==> config.mk <==
export PLATFORM = sky130hd
export DESIGN_NAME = sdram_port_arbiter
export DESIGN_NICKNAME = d
export VERILOG_FILES = /design/src/rtl/sdram_port_arbiter.sv
export SDC_FILE = /design/constraint.sdc
export NUM_CORES = 1
export LEC_CHECK = 0
export CELL_PAD_IN_SITES_DETAIL_PLACEMENT = 0
export CELL_PAD_IN_SITES_GLOBAL_PLACEMENT = 1
export CORE_UTILIZATION = 30
export DETAILED_ROUTE_END_ITERATION = 8
export PLACE_DENSITY = 0.95
export SYNTH_ARGS = -nofsm -noshare
export SYNTH_HDL_FRONTEND = slang
export SYNTH_SLANG_ARGS = --single-unit
==> constraint.sdc <==
create_clock -name sys_clk -period 3.3 [get_ports sys_clk]
set_input_delay 0.495 -clock sys_clk [delete_from_list [all_inputs] [get_ports sys_clk]]
set_output_delay 0.495 -clock sys_clk [all_outputs]
set_load 0.1 [all_outputs]
==> src/rtl/sdram_port_arbiter.sv <==
// sdram_port_arbiter
//   Shares the single user port of the SDRAM controller between a burst-write
//   requester (capture side) and a burst-read requester (display side).
//   Round-robin arbitration, one command/data handshake per burst.
//
//   state | meaning
//   IDLE  | no transaction, arbitrate pending requests
//   CMD   | ctrl_cmd_vld held until the controller takes the command
//   XFER  | data phase, words flow until ctrl_done
//   DONE  | done pulse for the owning port, grant dropped
//   GAP   | mandatory idle cycle, also arbitrates a request still held
//
// Ports
//   sys_clk, sys_rst_n             clock, async active-low reset
//   wr_req/addr/len, wr_grant      write port request and grant
//   wr_data, wr_data_rd, wr_done   write source word, pop strobe, done pulse
//   rd_req/addr/len, rd_grant      read port request and grant
//   rd_data, rd_data_vld, rd_done  registered read word, valid, done pulse
//   ctrl_cmd_*                     command handshake to the controller
//   ctrl_wdata_req, ctrl_wdata     controller write data pull
//   ctrl_rdata, ctrl_rdata_vld     controller read data
//   ctrl_done                      controller end-of-burst pulse
module sdram_port_arbiter #(
  parameter int ADDR_W = 24,
  parameter int DATA_W = 16,
  parameter int LEN_W  = 10
) (
  input  logic              sys_clk,
  input  logic              sys_rst_n,
  input  logic              wr_req,
  input  logic [ADDR_W-1:0] wr_addr,
  input  logic [LEN_W-1:0]  wr_len,
  output logic              wr_grant,
  input  logic [DATA_W-1:0] wr_data,
  output logic              wr_data_rd,
  output logic              wr_done,
  input  logic              rd_req,
  input  logic [ADDR_W-1:0] rd_addr,
  input  logic [LEN_W-1:0]  rd_len,
  output logic              rd_grant,
  output logic [DATA_W-1:0] rd_data,
  output logic              rd_data_vld,
  output logic              rd_done,
  output logic              ctrl_cmd_vld,
  input  logic              ctrl_cmd_rdy,
  output logic              ctrl_cmd_we,
  output logic [ADDR_W-1:0] ctrl_cmd_addr,
  output logic [LEN_W-1:0]  ctrl_cmd_len,
  input  logic              ctrl_wdata_req,
  output logic [DATA_W-1:0] ctrl_wdata,
  input  logic [DATA_W-1:0] ctrl_rdata,
  input  logic              ctrl_rdata_vld,
  input  logic              ctrl_done
);

  typedef enum logic [2:0] {IDLE, CMD, XFER, DONE, GAP} state_t;

  localparam logic [LEN_W-1:0] LEN_ONE = LEN_W'(1);

  state_t            state, state_nx;
  logic              last_wr;
  logic [LEN_W-1:0]  word_cnt;
  logic              arb_wr, arb_rd, launch;
  logic [LEN_W-1:0]  sel_len;
  logic              busy, xfer_wr, xfer_rd, room, rd_beat;

  // last_wr = 0 after reset means read was last, so write wins the first tie
  assign arb_wr  = wr_req && (!rd_req || !last_wr);
  assign arb_rd  = rd_req && !arb_wr;
  // GAP arbitrates as well: a held request gets its new command 3 cycles
  // after ctrl_done while still leaving DONE+GAP idle between bursts
  assign launch  = ((state == IDLE) || (state == GAP)) && (arb_wr || arb_rd);
  assign sel_len = arb_wr ? wr_len : rd_len;

  always_comb begin
    state_nx = state;
    case (state)
      IDLE:    if (launch) state_nx = CMD;
      CMD:     if (ctrl_cmd_rdy) state_nx = XFER;
      XFER:    if (ctrl_done) state_nx = DONE;
      DONE:    state_nx = GAP;
      GAP:     state_nx = launch ? CMD : IDLE;
      default: state_nx = IDLE;
    endcase
  end

  assign busy    = (state == CMD) || (state == XFER);
  assign xfer_wr = (state == XFER) && ctrl_cmd_we;
  assign xfer_rd = (state == XFER) && !ctrl_cmd_we;
  // never pop or forward more words than the burst asked for
  assign room    = (word_cnt != ctrl_cmd_len);
  assign rd_beat = xfer_rd && ctrl_rdata_vld && room;

  assign wr_grant     = busy && ctrl_cmd_we;
  assign rd_grant     = busy && !ctrl_cmd_we;
  assign ctrl_cmd_vld = (state == CMD);
  assign wr_data_rd   = xfer_wr && ctrl_wdata_req && room;
  assign ctrl_wdata   = xfer_wr ? wr_data : '0;
  assign wr_done      = (state == DONE) && ctrl_cmd_we;
  assign rd_done      = (state == DONE) && !ctrl_cmd_we;

  always_ff @(posedge sys_clk or negedge sys_rst_n) begin
    if (!sys_rst_n) begin
      state         <= IDLE;
      last_wr       <= 1'b0;
      ctrl_cmd_we   <= 1'b0;
      ctrl_cmd_addr <= '0;
      ctrl_cmd_len  <= '0;
      word_cnt      <= '0;
      rd_data       <= '0;
      rd_data_vld   <= 1'b0;
    end else begin
      state <= state_nx;
      if (launch) begin
        ctrl_cmd_we   <= arb_wr;
        ctrl_cmd_addr <= arb_wr ? wr_addr : rd_addr;
        ctrl_cmd_len  <= (sel_len == '0) ? LEN_ONE : sel_len;
        word_cnt      <= '0;
      end else if (wr_data_rd || rd_beat) begin
        word_cnt <= word_cnt + LEN_ONE;
      end
      if (state == DONE) last_wr <= ctrl_cmd_we;
      rd_data_vld <= rd_beat;
      if (rd_beat) rd_data <= ctrl_rdata;
    end
  end

endmodule

# Word level (Yosys, flattened, before mapping)
# Cells that the tools add are included.
# totals
register_bits	66
input_bits	108
out_inout_bits	74
wordCells	54
# classes
add_sub_neg	1
eq_ne	8
n_mux	11
reduce_logical	26
# ops
operator	n
$mux 10	4
$mux 24	1
$mux 16	1
$pmux 3 s5	1
$logic_and 1x1->1	13
$add 10x1->10 const B	1
$logic_not 10->1	1
$ne 10x10->1	1
$mux 3	3
$eq 3x2->1 const B	2
$logic_or 1x1->1	5
$logic_not 1->1	4
$ne 2x2->1 const B	2
$eq 3x1->1 const B	1
$eq 3x3->1 const B	1
$logic_not 3->1	1
$reduce_and 3->1	1
$ne 2x1->1 const B	1
$reduce_bool 2->1	1
$mux 1	1

# Logic depth before layout (Yosys ltp)
# Gate-level depths: netlist of run 1.
# depth
word_depth	9
depth_mapped	7
depth_no_buf	5

# Least setup slack after synthesis of run 1
# No wires, ideal clock.
# synth_timing
path_kind	register -> output
start	reg ctrl_cmd_len[1]
end	out wr_data_rd
t_arrival_ns	2.468
required_ns	2.805
slack_ns	0.337
stages_incl_launch_ff	6
path_buffers	1
path_cell_list	dfrtp_1 -> xnor2_1 -> nand4_1 -> nor4_4 -> clkbuf_1 -> and4b_1
# synth_between
elab_chain_cells	2
# synth_rtl
item	line_no	rtl
start: declaration	48	output logic [LEN_W-1:0] ctrl_cmd_len,
start signal: assignment	117	ctrl_cmd_len <= (sel_len == '0) ? LEN_ONE : sel_len;
$ne 10x10->1	91	assign room = (word_cnt != ctrl_cmd_len);
$logic_and 1x1->1	97	assign wr_data_rd = xfer_wr && ctrl_wdata_req && room;
end: declaration	35	output logic wr_data_rd,
# No other way between the ends.

# Worst setup path in the final report of run 1
# layout_timing
start	reg word_cnt[5]
end	out wr_data_rd
# layout_between
elab_chain_cells	2
# layout_rtl
item	line_no	rtl
start: declaration	62	logic [LEN_W-1:0] word_cnt;
start signal: assignment	120	word_cnt <= word_cnt + LEN_ONE;
$ne 10x10->1	91	
$logic_and 1x1->1	97	
# No other way between the ends.

==> impl_metrics.py, run 1 <==
metrics = {
    "timing": {
        "maxSlewHeadroom_pct": 33.42,
        "period_needed_ns": 2.520,
        "fin_setup_tns_ns": 0,
        "hold_violations": 0,
        "clock_skew_ns": 0.005530,
        "max_freq_ghz": 0.3969,
        "rsz0062_at_grt": "false",
        "finalMaxSlewViolations": 0,
        "tightest_slew_ns": 0.9955,
        "post-route-period-util_pct": 76.35,
        "setup_violations": 0,
    },
    "critical_path": {
        "worstPathArrival_ns": 2.02,
        "required_ns": 2.80,
        "crit_chain": "xnor2_1, nand4_1, nor4_4, and4b_1, buf_4",
        "ff2ff_path_depth": 5,
        "crit_slowest_cell": "dfrtp_1",
        "critPathTopFamily": "simple AND/OR/NAND/NOR gates",
        "cp_max_fo": 6,
        "cp_num_buf_inv": 1,
        "cpPeakStageDelay_ns": 0.45,
        "cp_num_cells": 5,
        "path_class": "flip-flop to output pin",
        "start_kind": "flip-flop",
        "worstSetupEndpointType": "output pin",
    },
    "synth": {
        "syn_area_per_cell_um2": 10.68,
        "ys_seq_elements": 66,
        "synthesis.nets": 413,
        "post_synth_inst_count": 304,
        "seq_area_frac_synth_pct": 50.85,
        "yosysTopAreaCell": "dfrtp_1",
        "synth_fa_ha_area_share_pct": 0.3852,
        "yosysWarnings": 0,
        "synthDistinctLibCells": 44,
        "synth_top_area_share_pct": 50.85,
        "synthFlopType": "dfrtp_1",
        "synthArstFlopShare_pct": 100.0,
        "ys_top_cells_by_area": "dfrtp_1 51%, mux2i_1 12%, o21ai_0 5.4%, nand2_1 5.0%, mux2_1 3.1%",
        "synth-simple-area-share_pct": 15.79,
        "synth_top_family_by_area": "multiplexers",
        "synth_xor_area_share_pct": 2.696,
        "synthMuxAreaShare_pct": 17.95,
        "syn_area_um2": 3248,
        "synth_edf_count": 0,
        "synth_compound_area_share_pct": 9.592,
    },
    "status": {
        "status": "completed",
    },
    "clock_tree": {
        "clock_latency_ns": 0.34,
        "htree_levels": 3,
        "cts_buffers": 9,
        "clockBufferDepth": 2,
        "post_cts_buffers": 0,
        "ctsResizeCount": 0,
        "ctsHoldBuffers": 0,
        "clock_sinks": 66,
        "root_buffer": "clkbuf_8",
        "cts_tree": "done",
        "cts.clk_slew.worst_paths_ns": 0.07,
    },
    "drt": {
        "drtIter0Drc": 135,
        "ant_nets": 0,
        "firstDrtPassIters": 4,
        "viasPerCell": 4.769,
        "post-route-drc-count": 0,
        "vias": 2971,
        "wire_per_inst_um": 14.90,
        "routed_wirelength_um": 9281,
    },
    "placed_design": {
        "dp_hpwl_um": 7036,
        "routabilityCongestion": 0.7690,
        "port_buffers": 181,
    },
    "floorplanning": {
        "top_level_ports": 182,
        "die_w_um": 106.1,
        "rows": 37,
        "start_util_pct": 31.18,
        "dieArea_um2": 11250,
        "coreArea_um2": 10420,
        "die_height_um": 106.1,
    },
    "final_layout": {
        "nNetsFinal": 593,
        "syn_to_final_growth_pct": 63.67,
        "drive_gt1_share_pct": 12.53,
        "diodes": 0,
    },
    "grt": {
        "grt_pass1_vias": 3066,
        "grt_max_degree": 67,
        "grt_usage_pct": 17.09,
        "grt_first_pass_wirelength_um": 15070,
        "antenna_found_initial": 0,
        "grt-ovfl-total": 0,
    },
    "flow_run": {
        "cap_violations": 0,
    },
    "hold_path": {
        "hold_class": "input port to async pin",
    },
}
-- synth_stat cells, drive strengths merged, types with 2 or more instances --
cell type  number
dfrtp          66
nand2          44
mux2i          38
o21ai          36
mux2           18
and3           16
clkbuf         12
xnor2           8
buf             6
nor2            6
nor3            5
a21oi           4
inv             4
nand2b          3
nand4           3
nor4            3
o31ai           3
or3             3
and2            2
nand3           2
nand3b          2
o311ai          2
o41ai           2
xor2            2
-- metal layers --
metal  up-vias  GRT usage, %  routed length, um
li1       1431             -                  -
met1      1411         19.54               3739
met2       118         29.46               4623
met3        11         5.150                763
met4         0         7.440                156
met5         -             0                  0
-- worst register-to-register path: cells and delay by family (launching register included) --
| family | cells | cell delay [ns] |
|---|---|---|
| and+or+nand+nor | 4 | 1.66 |
| DFF | 1 | 0.45 |
| AOI/OAI and AO/OA | 1 | 0.15 |
-- sequential cells by signal (all words and copies together) (netlist names) --
signal,count
last_wr,1
ctrl_cmd_addr,24
rd_data_vld,1
rd_data,16
ctrl_cmd_we,1
state,3
word_cnt,10
ctrl_cmd_len,10
-- cell type report --
| type | instances | area, um2 |
|---|---|---|
| Multi-Input combinational cell | 216 | 1545 |
| Tap cell | 136 | 170.2 |
| Inverter | 4 | 15.01 |
| Sequential cell | 66 | 1652 |
| Clock buffer | 14 | 152.6 |
| Fill cell | 964 | 5100 |
| Timing Repair Buffer | 187 | 1782 |
-- cell families (layout without fill, tap and decap cells) --
family | after synthesis | after routing
simple gates | 95 | 95
buf+inv | 22 | 205
xor+xnor | 10 | 10
fa+ha+maj | 1 | 1
compound gates | 54 | 54
mux | 56 | 56
flops | 66 | 66
-- metrics by stage --
| step | cells | setup slack [ns] | util (%) | area (um2) | hold WS, ns |
|---|---|---|---|---|---|
| floorplan | 304 | 0.3372 | - | 3248 | 0.1994 |
| global placement | 609 | 0.9390 | 49.57 | 5164 | 0.4596 |
| detailed placement | 609 | 0.9122 | 49.57 | 5164 | 0.4717 |
| CTS | 623 | 0.7629 | 51.04 | 5316 | 0.3792 |
| global route | 623 | 0.6436 | 51.04 | 5316 | 0.4176 |
| finish | 623 | 0.7805 | 51.04 | 5316 | 0.3606 |
-- worst paths after layout --
path | slack [ns] | to | startpoint
max in group asynchronous | 2.39 | ctrl_cmd_addr[17] | sys_rst_n
hold / removal | 0.36 | ctrl_cmd_len[4] | sys_rst_n
min in group sys_clk | 0.48 | ctrl_cmd_addr[6] | ctrl_cmd_addr[6]
setup / recovery | 0.78 | wr_data_rd | word_cnt[5]
setup reg to reg | 0.96 | word_cnt[8] | state[2]
hold reg to reg | 0.48 | ctrl_cmd_addr[6] | ctrl_cmd_addr[6]
-- placed cells by master (no fill, tap or decap), types with 2 or more instances in the layout --
master,instances
clkdlybuf4s50_1,152
dfrtp_1,66
nand2_1,43
mux2i_1,38
o21ai_0,35
buf_4,34
and3_1,16
clkbuf_8,10
mux2_1,9
mux2_2,9
xnor2_1,8
nor2_1,6
nor3_1,5
a21oi_1,4
inv_1,4
clkbuf_1,4
nand2b_1,3
nand4_1,3
o31ai_1,3
xor2_1,2
and2_1,2
nand3b_1,2
nand3_1,2
or3_1,2
o311ai_0,2
o41ai_1,2
nor4_1,2
Power of run 1 is not shown: default switching activity piles up to over one toggle a cycle in this logic, so the estimate is an artifact.
==> inputs of run 2 (changes only) <==
- CORE_UTILIZATION: 30 -> 25
- PLACE_DENSITY: 0.95 -> 0.88
- clock period: 3.3 -> 2.3 ns (I/O delays scaled with it)
==> impl_metrics.py, run 2 (same netlist as run 1, synthesis figures left out) <==
metrics = {
    "final_layout": {
        "syn_to_final_growth_pct": 75.42,
        "fillers": 1204,
        "layout_commonest_cell": "clkdlybuf4s50_1",
        "diodes": 0,
        "largest_register": "ctrl_cmd_addr",
        "largest_register_ffs": 24,
        "mostFrequentLayoutCells": "106 x clkdlybuf4s50_1, 61 x buf_4, 55 x dfrtp_1",
        "nNetsFinal": 596,
        "largest_registers": "ctrl_cmd_addr x24, rd_data x16",
        "drive_gt1_share_pct": 25.87,
    },
    "timing": {
        "max_freq_ghz": 0.4546,
        "post-route-period-util_pct": 95.65,
        "tightest_slew_ns": 0.4268,
        "rsz0062_at_grt": "false",
        "hold_slack_ns": 0.07056,
        "hold_violations": 0,
        "finalMaxSlewViolations": 0,
        "maxSlewHeadroom_pct": 71.54,
        "period_needed_ns": 2.200,
        "clock_skew_ns": 0.003785,
        "setup_violations": 0,
    },
    "drt": {
        "drtIter0Drc": 109,
        "vias": 2960,
        "viasPerCell": 4.465,
        "firstDrtPassIters": 6,
        "routed_wirelength_um": 9353,
        "ant_nets": 0,
        "post-route-drc-count": 0,
        "wire_per_inst_um": 14.11,
    },
    "clock_tree": {
        "cts_tree": "done",
        "ctsResizeCount": 0,
        "htree_levels": 3,
        "cts_buffers": 9,
        "clock_sinks": 66,
        "root_buffer": "clkbuf_16",
        "cts.clk_slew.worst_paths_ns": 0.05,
        "clockBufferDepth": 2,
        "clock_latency_ns": 0.33,
    },
    "critical_path": {
        "worstSetupEndpointType": "output pin",
        "required_ns": 1.96,
        "start_kind": "flip-flop",
        "cp_max_fo": 5,
        "rrSetupSlack_ns": 0.29,
        "worstPathArrival_ns": 1.85,
        "path_class": "flip-flop to output pin",
    },
    "flow_run": {
        "cap_violations": 0,
    },
    "placed_design": {
        "routabilityCongestion": 0.7699,
        "dp_hpwl_um": 7263,
        "port_buffers": 181,
    },
    "grt": {
        "antenna_found_initial": 0,
        "grt_pass1_vias": 3029,
        "grt_usage_pct": 14.74,
        "grt_first_pass_wirelength_um": 15060,
        "grt_max_degree": 79,
        "grt-ovfl-total": 0,
    },
    "floorplanning": {
        "die_height_um": 116.0,
        "start_util_pct": 25.74,
        "dieArea_um2": 13450,
        "die_w_um": 116.0,
        "rows": 41,
        "coreArea_um2": 12620,
        "top_level_ports": 182,
    },
    "status": {
        "status": "completed",
    },
    "hold_path": {
        "hold_class": "input port to async pin",
    },
}
run 2: cell types whose count changed in the layout (fill, tap and decap cells not counted), moves of 9 or more:
| cell | previous run | this run |
|---|---|---|
| clkbuf_16 | 0 | 9 |
| dfrtp_1 | 66 | 55 |
| clkdlybuf4s50_1 | 152 | 106 |
| buf_12 | 0 | 22 |
| clkbuf_8 | 10 | 1 |
| dfrtp_2 | 0 | 11 |
| buf_4 | 34 | 61 |
run 2: per-stage QoR:
step / util, % / cells / area [um2] / TNS [ns] / setup slack, ns
detailed placement: 42.82 / 647 / 5404 / 0 / 0.1049
floorplan: - / 304 / 3268 / -0.1145 / -0.1145
global route: 45.15 / 663 / 5698 / 0 / 0.003794
global placement: 42.82 / 647 / 5404 / 0 / 0.09151
CTS: 45.15 / 663 / 5698 / 0 / 0.1021
finish: 45.15 / 663 / 5698 / 0 / 0.1000
run 2: area by class of cell:
type	instances	area [um2]	area share, %
Tap cell	172	215.2	3.777
Timing Repair Buffer	190	1964	34.48
Multi-Input combinational cell	216	1551	27.23
Sequential cell	66	1665	29.23
Clock buffer	12	246.5	4.326
Clock inverter	3	40.04	0.7027
Inverter	4	15.01	0.2635
run 2: what timing repair did:
action | 4_1_cts | 5_1_grt
hold buffers | 0 | 0
setup buffers | 1 | 0
hold endpoints to repair | 0 | 0
endpoints found under the setup margin | 1 | 0
run 2: worst paths after layout:
kind	endpoint	depth (start not counted)	from
setup / recovery	wr_data_rd	5	word_cnt[4]
max in group asynchronous	ctrl_cmd_len[4]	2	sys_rst_n
hold / removal	ctrl_cmd_we	2	sys_rst_n
min in group sys_clk	ctrl_cmd_addr[14]	2	ctrl_cmd_addr[14]
hold reg to reg	ctrl_cmd_addr[14]	2	ctrl_cmd_addr[14]
setup reg to reg	rd_data[1]	7	word_cnt[4]
run 2: worst max-delay path, stage by stage, from the launching register on:
cell and delay (ns):
dfrtp_1 0.44, xnor2_1 0.17, nand4_1 0.16, nor4_4 0.30
and4b_2 0.29, buf_12 0.17
run 2: routing by layer:
metal | vias up | routed length [um] | global-route usage [%]
met4 | 0 | 212 | 6.838
li1 | 1443 | - | -
met2 | 113 | 4942 | 26.59
met3 | 19 | 697 | 4.446
met1 | 1385 | 3499 | 15.74
met5 | - | 0 | 0
Power of run 2 is left out for the same reason.
